--- src/rtl/mc_pkg.sv ---
// Shared encodings for the multi-cycle RV32I control path and its datapath.
// Pure constants/types; no latency, no backpressure.
package mc_pkg;

  localparam logic [6:0] OP_ITYPE  = 7'b0010011;
  localparam logic [6:0] OP_LOAD   = 7'b0000011;
  localparam logic [6:0] OP_STORE  = 7'b0100011;
  localparam logic [6:0] OP_BRANCH = 7'b1100011;
  localparam logic [6:0] OP_JAL    = 7'b1101111;

  typedef enum logic [3:0] {
    ST_IDLE    = 4'd0,
    ST_FETCH   = 4'd1,
    ST_DECODE  = 4'd2,
    ST_EXEC    = 4'd3,
    ST_ALU_WB  = 4'd4,
    ST_ADDR    = 4'd5,
    ST_MEM_RD  = 4'd6,
    ST_LOAD_WB = 4'd7,
    ST_MEM_WR  = 4'd8,
    ST_BRANCH  = 4'd9,
    ST_JAL     = 4'd10,
    ST_TRAP    = 4'd11
  } state_t;

  localparam logic [1:0] ALU_ADD    = 2'd0;
  localparam logic [1:0] ALU_SUB    = 2'd1;
  localparam logic [1:0] ALU_FUNCT  = 2'd2;

  localparam logic [1:0] WB_ALUOUT  = 2'd0;
  localparam logic [1:0] WB_MEM     = 2'd1;
  localparam logic [1:0] WB_PC      = 2'd2;

  localparam logic [1:0] PC_ALU     = 2'd0;
  localparam logic [1:0] PC_ALUOUT  = 2'd1;

  localparam logic [1:0] SRCA_PC    = 2'd0;
  localparam logic [1:0] SRCA_RS1   = 2'd1;
  localparam logic [1:0] SRCA_OLDPC = 2'd2;

  localparam logic [1:0] SRCB_RS2   = 2'd0;
  localparam logic [1:0] SRCB_FOUR  = 2'd1;
  localparam logic [1:0] SRCB_IMM   = 2'd2;

  localparam logic ADDR_PC     = 1'b0;
  localparam logic ADDR_ALUOUT = 1'b1;

  function automatic logic is_mem_wait(input state_t s);
    return (s == ST_FETCH) || (s == ST_MEM_RD) || (s == ST_MEM_WR);
  endfunction

endpackage

--- src/rtl/mc_mem_wait.sv ---
// Memory wait counter: flags a timeout after MEM_TIMEOUT unanswered request cycles.
// Latency: combinational flag from registered count; MEM_TIMEOUT=0 disables it (wait forever).
module mc_mem_wait #(
  parameter int MEM_TIMEOUT = 0
) (
  input  logic clk,
  input  logic rst_n,
  input  logic waiting,
  input  logic clear,
  input  logic mem_ready,
  output logic timeout
);

  generate
    if (MEM_TIMEOUT > 0) begin : g_cnt
      localparam int W = $clog2(MEM_TIMEOUT + 1);
      localparam logic [W-1:0] LIMIT = W'(MEM_TIMEOUT);
      logic [W-1:0] cnt;

      // count resets whenever the request completes or the state changes
      always_ff @(posedge clk or negedge rst_n) begin
        if (!rst_n) begin
          cnt <= '0;
        end else if (!waiting || clear || mem_ready) begin
          cnt <= '0;
        end else if (cnt != LIMIT) begin
          cnt <= cnt + 1'b1;
        end
      end

      // a completing mem_ready in the limit cycle takes priority
      assign timeout = waiting && !mem_ready && (cnt == LIMIT);
    end else begin : g_none
      logic unused_in;
      assign unused_in = &{1'b0, clk, rst_n, waiting, clear, mem_ready};
      assign timeout   = 1'b0;
    end
  endgenerate

endmodule

--- src/rtl/mc_ctrl_fsm.sv ---
// Moore control sequencer for the multi-cycle RV32I core; optional perf counters under MC_CTRL_PERF_EN.
// Latency 3-5 cycles per instruction plus one per memory wait; memory backpressure via mem_ready hold.
module mc_ctrl_fsm
  import mc_pkg::*;
#(
  parameter int MEM_TIMEOUT = 0
) (
  input  logic        clk,
  input  logic        rst_n,
  input  logic [6:0]  opcode,
  input  logic        br_taken,
  input  logic        mem_ready,
  output logic        mem_req,
  output logic        mem_we,
  output logic        addr_sel,
  output logic        ir_write,
  output logic        pc_write,
  output logic        pc_write_cond,
  output logic [1:0]  pc_src,
  output logic        reg_write,
  output logic [1:0]  wb_sel,
  output logic [1:0]  alu_src_a,
  output logic [1:0]  alu_src_b,
  output logic [1:0]  alu_op,
  output logic        illegal,
`ifdef MC_CTRL_PERF_EN
  output logic [31:0] cycle_cnt,
  output logic [31:0] instret_cnt,
`endif
  output logic [3:0]  state_dbg
);

  state_t state, state_next;
  logic   timeout;
  logic   wait_clear;

  // the branch comparator gates the PC enable in the datapath (pc_write_cond & br_taken)
  logic unused_br;
  assign unused_br = br_taken;

  assign wait_clear = (state_next != state);

  mc_mem_wait #(
    .MEM_TIMEOUT(MEM_TIMEOUT)
  ) u_mem_wait (
    .clk       (clk),
    .rst_n     (rst_n),
    .waiting   (is_mem_wait(state)),
    .clear     (wait_clear),
    .mem_ready (mem_ready),
    .timeout   (timeout)
  );

  always_ff @(posedge clk or negedge rst_n) begin
    if (!rst_n) begin
      state <= ST_IDLE;
    end else begin
      state <= state_next;
    end
  end

  always_comb begin
    state_next = state;
    case (state)
      ST_IDLE:    state_next = ST_FETCH;
      ST_FETCH: begin
        if (mem_ready)    state_next = ST_DECODE;
        else if (timeout) state_next = ST_TRAP;
      end
      ST_DECODE: begin
        case (opcode)
          OP_ITYPE:          state_next = ST_EXEC;
          OP_LOAD, OP_STORE: state_next = ST_ADDR;
          OP_BRANCH:         state_next = ST_BRANCH;
          OP_JAL:            state_next = ST_JAL;
          default:           state_next = ST_TRAP;
        endcase
      end
      ST_EXEC:    state_next = ST_ALU_WB;
      ST_ALU_WB:  state_next = ST_FETCH;
      ST_ADDR:    state_next = (opcode == OP_LOAD) ? ST_MEM_RD : ST_MEM_WR;
      ST_MEM_RD: begin
        if (mem_ready)    state_next = ST_LOAD_WB;
        else if (timeout) state_next = ST_TRAP;
      end
      ST_LOAD_WB: state_next = ST_FETCH;
      ST_MEM_WR: begin
        if (mem_ready)    state_next = ST_FETCH;
        else if (timeout) state_next = ST_TRAP;
      end
      ST_BRANCH:  state_next = ST_FETCH;
      ST_JAL:     state_next = ST_FETCH;
      ST_TRAP:    state_next = ST_TRAP;
      default:    state_next = ST_TRAP;
    endcase
  end

  always_comb begin
    mem_req       = 1'b0;
    mem_we        = 1'b0;
    addr_sel      = ADDR_PC;
    ir_write      = 1'b0;
    pc_write      = 1'b0;
    pc_write_cond = 1'b0;
    pc_src        = PC_ALU;
    reg_write     = 1'b0;
    wb_sel        = WB_ALUOUT;
    alu_src_a     = SRCA_PC;
    alu_src_b     = SRCB_RS2;
    alu_op        = ALU_ADD;
    case (state)
      ST_FETCH: begin
        mem_req   = 1'b1;
        addr_sel  = ADDR_PC;
        alu_src_a = SRCA_PC;
        alu_src_b = SRCB_FOUR;
        alu_op    = ALU_ADD;
        pc_src    = PC_ALU;
        // IR load and PC+4 happen only on the completing cycle
        ir_write  = mem_ready;
        pc_write  = mem_ready;
      end
      ST_DECODE: begin
        alu_src_a = SRCA_OLDPC;
        alu_src_b = SRCB_IMM;
        alu_op    = ALU_ADD;
      end
      ST_EXEC: begin
        alu_src_a = SRCA_RS1;
        alu_src_b = SRCB_IMM;
        alu_op    = ALU_FUNCT;
      end
      ST_ALU_WB: begin
        reg_write = 1'b1;
        wb_sel    = WB_ALUOUT;
      end
      ST_ADDR: begin
        alu_src_a = SRCA_RS1;
        alu_src_b = SRCB_IMM;
        alu_op    = ALU_ADD;
      end
      ST_MEM_RD: begin
        mem_req  = 1'b1;
        addr_sel = ADDR_ALUOUT;
      end
      ST_LOAD_WB: begin
        reg_write = 1'b1;
        wb_sel    = WB_MEM;
      end
      ST_MEM_WR: begin
        mem_req  = 1'b1;
        mem_we   = 1'b1;
        addr_sel = ADDR_ALUOUT;
      end
      ST_BRANCH: begin
        alu_src_a     = SRCA_RS1;
        alu_src_b     = SRCB_RS2;
        alu_op        = ALU_SUB;
        pc_src        = PC_ALUOUT;
        pc_write_cond = 1'b1;
      end
      ST_JAL: begin
        reg_write = 1'b1;
        wb_sel    = WB_PC;
        pc_write  = 1'b1;
        pc_src    = PC_ALUOUT;
      end
      default: begin
      end
    endcase
  end

  // TRAP is absorbing, so the flag only needs setting, never clearing
  always_ff @(posedge clk or negedge rst_n) begin
    if (!rst_n) begin
      illegal <= 1'b0;
    end else if (state_next == ST_TRAP) begin
      illegal <= 1'b1;
    end
  end

  assign state_dbg = state;

`ifdef MC_CTRL_PERF_EN
  always_ff @(posedge clk or negedge rst_n) begin
    if (!rst_n) begin
      cycle_cnt   <= '0;
      instret_cnt <= '0;
    end else begin
      if (state != ST_IDLE && state != ST_TRAP) begin
        cycle_cnt <= cycle_cnt + 32'd1;
      end
      if (state_next == ST_FETCH && state != ST_IDLE && state != ST_FETCH) begin
        instret_cnt <= instret_cnt + 32'd1;
      end
    end
  end
`endif

endmodule

--- config.mk ---
export PLATFORM = sky130hd
export DESIGN_NAME = mc_ctrl_fsm
export DESIGN_NICKNAME = d
export VERILOG_FILES = /design/src/rtl/mc_pkg.sv /design/src/rtl/mc_mem_wait.sv /design/src/rtl/mc_ctrl_fsm.sv
export SDC_FILE = /design/constraint.sdc
export NUM_CORES = 1
export LEC_CHECK = 0
export BUFFER_PORTS_ARGS = -buffer_cell sky130_fd_sc_hd__buf_2
export CORE_MARGIN = 3
export CORE_UTILIZATION = 40
export DETAILED_ROUTE_END_ITERATION = 6
export PLACE_DENSITY = 0.75
export SLEW_MARGIN = 20
export SYNTH_ARGS = -nofsm -noshare
export SYNTH_HDL_FRONTEND = slang
export SYNTH_SLANG_ARGS = --single-unit
--- constraint.sdc ---
create_clock -name clk -period 1.9 [get_ports clk]
set_input_delay 0 -clock clk [delete_from_list [all_inputs] [get_ports clk]]
set_output_delay 0 -clock clk [all_outputs]
set_load 0.005 [all_outputs]
---- Yosys cells after proc, flatten, opt, wreduce, memory -nomap -nowiden ----
Index checks and enable logic that the tools add are counted.
storage, ports and cells
  output and inout bits ................... 22
  bits of input ports ..................... 11
  flip-flop bits (word level) ............. 5
  word-level logic and storage cells ...... 45
cells by class
  multiplexer cells ....................... 18
  reduce and logical (&&, ||, !) cells .... 9
  eq/ne operators ......................... 16
operator list
  operator                                                         count
  4-bit one-hot mux with 7 select lines                            1
  4-bit by 3-bit == test with 1-bit output, second input constant  4
  4-bit == test, second input constant                             4
  4-bit 2-to-1 mux                                                 4
  2-bit one-hot mux with 2 select lines                            4
  4-bit one-hot mux with 4 select lines                            1
  7-bit == test, second input constant                             2
  3-bit OR reduction                                               4
  4-bit by 2-bit == test with 1-bit output, second input constant  2
  7-bit by 2-bit == test with 1-bit output, second input constant  1
  7-bit by 5-bit == test with 1-bit output, second input constant  1
  7-bit by 6-bit == test with 1-bit output, second input constant  1
  1-bit 2-to-1 mux                                                 7
  2-bit OR reduction                                               3
  5-bit OR reduction                                               1
  4-bit by 1-bit == test with 1-bit output, second input constant  1
  4-bit zero test                                                  1
  1-bit one-hot mux with 2 select lines                            1

---- Depth between registers and ports, before layout ----
  word-level depth ........................ 5
  mapped depth ............................ 6
  gate-level depth less buffers ........... 5

---- Cells and area by module ----
Synthesis repeated with hierarchy kept, for this count alone.
unflattened totals
  cells, all modules ...................... 98
  area total of the unflattened synthesis .. 716.9 sq um
by module, submodules not included
  module       instances  seq. area each (sq um)  cells an instance  area each (sq um)
  mc_ctrl_fsm  1          125.1                   96                 705.7
  mc_mem_wait  1          0.0                     2                  11.3

---- Worst setup path before layout ----
No wires, ideal clock.
  kind .................................... flip-flop to flip-flop
  start point ............................. register state[0], in the netlist state_dbg[0]
  end point ............................... register illegal
  data required time ...................... 1836 ps
  buffers on the path ..................... 1
  path slack .............................. 428 ps
  library setup time ...................... 64 ps
  stages on the path, launching flop included .. 7
  arrival time ............................ 1408 ps
  clock period less this slack ............ 1472 ps
  cells stage by stage .................... dfrtp_1 buf_6 nand2b_1 nor3_1 o21ai_0 o221ai_1 a31o_2
between the ends
  cells in the longest elaborated chain, start to end .. 4
  elaborated cells between the ends (all ways) .. 17
  classes of those cells .................. 11 x eq/ne; 4 x mux; 2 x reduce/logical
ends and longest elaborated chain
  item                                         line                source
  start: declaration                           mc_ctrl_fsm.sv:33   state_t state, state_next;
  start signal: assignment                     mc_ctrl_fsm.sv:58   state <= state_next;
  4-bit == test, or another cell as far along  mc_ctrl_fsm.sv:64   case (state)
  5-bit OR reduction (no line)                 n/a
  4-bit one-hot mux with 7 select lines (*)    mc_ctrl_fsm.sv:64
  net state_next[0]                            mc_ctrl_fsm.sv:33
  4-bit == test (*)                            mc_ctrl_fsm.sv:177  end else if (state_next == ST_TRAP) begin
  end signal: assignment                       mc_ctrl_fsm.sv:176  illegal <= 1'b0;
  end signal: assignment                       mc_ctrl_fsm.sv:178  illegal <= 1'b1;
  end: declaration                             mc_ctrl_fsm.sv:25   output logic illegal,
The timed path passes the listed nets; every way through them passes the cells marked *.
A chain may end at the register's enable or synchronous reset.

---- Final worst setup path ----
Same ends and word-level chain as after synthesis.

==> flow_summary_export.csv <==
group,metric,value,unit
floorplan,initial_core_util,45.5,%
power,peakVddDrop,0.720,mV
timing,timing.fmax,0.601,GHz
floorplan,std_cell_rows,12,
timing,clock_skew,0.00517,ns
floorplan,fp.dieW,42.5,um
power,p_clk_share,12.0,%
layout,final_cell_mix,"buf_2 (30), o21ai_0 (8), nand2_1 (7)",
placement,place_congestion,0.798,
global_route,busiest_layer,"met2",
timing,rsz0062_at_grt,"no",
synth,synth_area_leaders,"dfrtp_1 (23%), o21ai_0 (7.5%), buf_6 (6.3%), nand2b_1 (5.9%), nand2_1 (4.9%)",
critical_path,end_kind,"flop",
timing,layout_setup_ws,0.236,ns
synth,synth_top_area_share,23.5,%
synth,postSynthAreaPerCell,7.30,um^2
clock_network,clock_latency,0.24,ns
job,maxCapViolations,0,
synth,netlist_instances,73,
drt,avgViaCountPerCell,5.48,
power,seq_power_share,23.5,%
clock_network,clk_pin_slew,0.05,ns
clock_network,cts_tree,"built",
timing,period_needed,1.66,ns
power,power_density,1450,nW/um^2
global_route,grt.met2_usage,27.4,%
synth,ys_ff_latch,5,
power,internal-power,0.551,mW
layout,final_layout_size_suffix_gt1_share,38.1,%
timing,setup_tns,0,ns
synth,syn_area,533,um^2
global_route,grt_pass1_vias,555,
global_route,use_met3,8.15,%
global_route,overflow,0,
clock_network,cts-root-buf,"clkbuf_4",
critical_path,timing.rr.end,"illegal",
synth,yosys.area.top_type,"dfrtp_1",
synth,seq_area_frac_synth,23.5,%
placement,dp_hpwl,1.13,mm
global_route,grt_max_degree,16,
floorplan,die_h,42.5,um
timing,maxSlewViolCount,0,
drt,ant_nets,0,
power,p_comb_share,64.5,%
drt,drc,0,
floorplan,coreArea,1170,um^2
floorplan,io_pins,33,
floorplan,die-area,1810,um^2
drt,route.vias.total,652,
synth,synthesis.nets,84,
critical_path,critPathMaxFanout,12,
critical_path,startpoint_type,"flop",
clock_network,cts_buffers,3,
layout,final_common_cell,"buf_2",
timing,hold_viol,0,
global_route,grtUsageTotal,17.0,%
drt,drt_first_iter_violations,15,
drt,totalWireLength,1.42,mm
clock_network,cts_buffer_depth,2,
global_route,grt_use_met1,20.3,%
clock_network,htreeDepth,1,
synth,ys_warn_count,0,
layout,num_antenna_cells,0,
synth,yosysUniqueCellTypes,27,
global_route,grt_pass1_wl,2.37,mm
drt,dr.pass1.iters,4,
critical_path,worstPathRequired,2.08,ns
clock_network,clkSinkCount,5,
critical_path,arrival,1.84,ns
timing,timing.final.crit_share,87.6,%
outcome,status,"complete, no violations",
layout,fin_nets,117,
hold_path,hold_path.class,"input port to asynchronous set/reset pin",
timing,setup_viol_count_final,0,
placement,port_buffers,30,
critical_path,reg2reg_setup_slack,0.24,ns
clock_network,post-cts-setup-buffer-count,0,
power,power_leakage,0.389,nW
global_route,antenna_found_initial,0,
drt,routedWlPerCell,11.9,um
critical_path,rr_startpoint,"state_dbg[0]",
layout,area_delta_synth_final,32.9,%
power,switching_share,46.5,%
critical_path,path_class,"flop to flop",
placement,dp_slack,0.236,ns
critical_path,ff2ff_path_depth,5,
power,p_switching,0.479,mW
layout make-up:
class | instances | area (um^2)
clock buffers | 4 | 26.3
fillers | 111 | 463
inverters | 5 | 18.8
multi-input cells | 57 | 337
flip-flops and latches | 5 | 126
well taps | 14 | 17.5
repair buffers | 34 | 183
through the flow:
stage          cell area, um^2  cells  hold slack [ns]  util [%]  power [mW]
2_1_floorplan              533     73           -0.296         -       0.678
3_3_place_gp               671    114           -0.187      57.3       0.891
3_5_place_dp               671    114           -0.184      57.3       0.905
4_1_cts                    707    119           0.0964      60.4        1.03
5_1_grt                    708    119            0.138      60.5        1.13
6_report                   708    119            0.102      60.5        1.03
cell usage after synthesis:
cell type / instances
a21o_1: 2
a21oi_1: 4
a311oi_1: 1
a31o_2: 1
a31oi_1: 1
a32oi_1: 1
buf_4: 2
buf_6: 3
clkbuf_1: 1
conb_1: 1
dfrtp_1: 5
inv_1: 5
mux2i_1: 1
nand2_1: 7
nand2b_1: 5
nand3_1: 3
nand3b_1: 1
nand4_1: 2
nor2_1: 4
nor2b_1: 4
nor3_1: 4
o21ai_0: 8
o221ai_1: 1
o311a_1: 1
o41ai_1: 1
or3_1: 2
or3_4: 2
state kept, by name, indices dropped and copies added (netlist names):
name       flops
state_dbg      4
illegal        1
how the worst max path moves through the flow:
stage                            start  cells past startpoint       to  slack (ns)
after floorplan           state_dbg[0]                      6  illegal        0.43
after global placement    state_dbg[1]                      5  illegal        0.29
after detailed placement  state_dbg[1]                      5  illegal        0.24
after CTS                 state_dbg[1]                      5  illegal        0.21
after global routing      state_dbg[0]                      5  illegal        0.06
final                     state_dbg[0]                      5  illegal        0.24
power groups by stage:
| stage | sequential (mW) | clock [mW] | combinational, mW |
|---|---|---|---|
| floorplan | 0.206 | 0 | 0.473 |
| global placement | 0.235 | 0 | 0.655 |
| detailed placement | 0.240 | 0 | 0.666 |
| CTS | 0.238 | 0.128 | 0.669 |
| global route | 0.254 | 0.139 | 0.741 |
| finish | 0.242 | 0.123 | 0.665 |
logic make-up (layout without fill, tap and decap cells):
| family | after synthesis | in the layout | synth area share [%] |
|---|---|---|---|
| AOI/OAI and AO/OA | 21 | 21 | 25.4 |
| and+or+nand+nor | 34 | 34 | 35.2 |
| buffers and inverters | 11 | 43 | 13.4 |
| other | 1 | 1 | 0.704 |
| DFF | 5 | 5 | 23.5 |
| muxes | 1 | 1 | 1.88 |
routing by layer:
metal | vias to the layer above | wire, um
li1 | 325 | -
met5 | - | 0
met2 | 31 | 642
met1 | 296 | 625
met4 | 0 | 0
met3 | 0 | 152
worst max-delay path, cell delays in order, from the launching register on:
cell and delay [ns]:
dfrtp_1 0.49, nand2b_1 0.27, nor3_1 0.34, o21ai_0 0.17, o221ai_1 0.14, a31o_2 0.19
what timing repair did:
item,CTS,global route
endpoints found under the hold margin,5,0
resized for setup,0,1
hold buffers,1,0
endpoints found under the setup margin,0,1
Note: power is estimated with default switching activity, not from simulation.
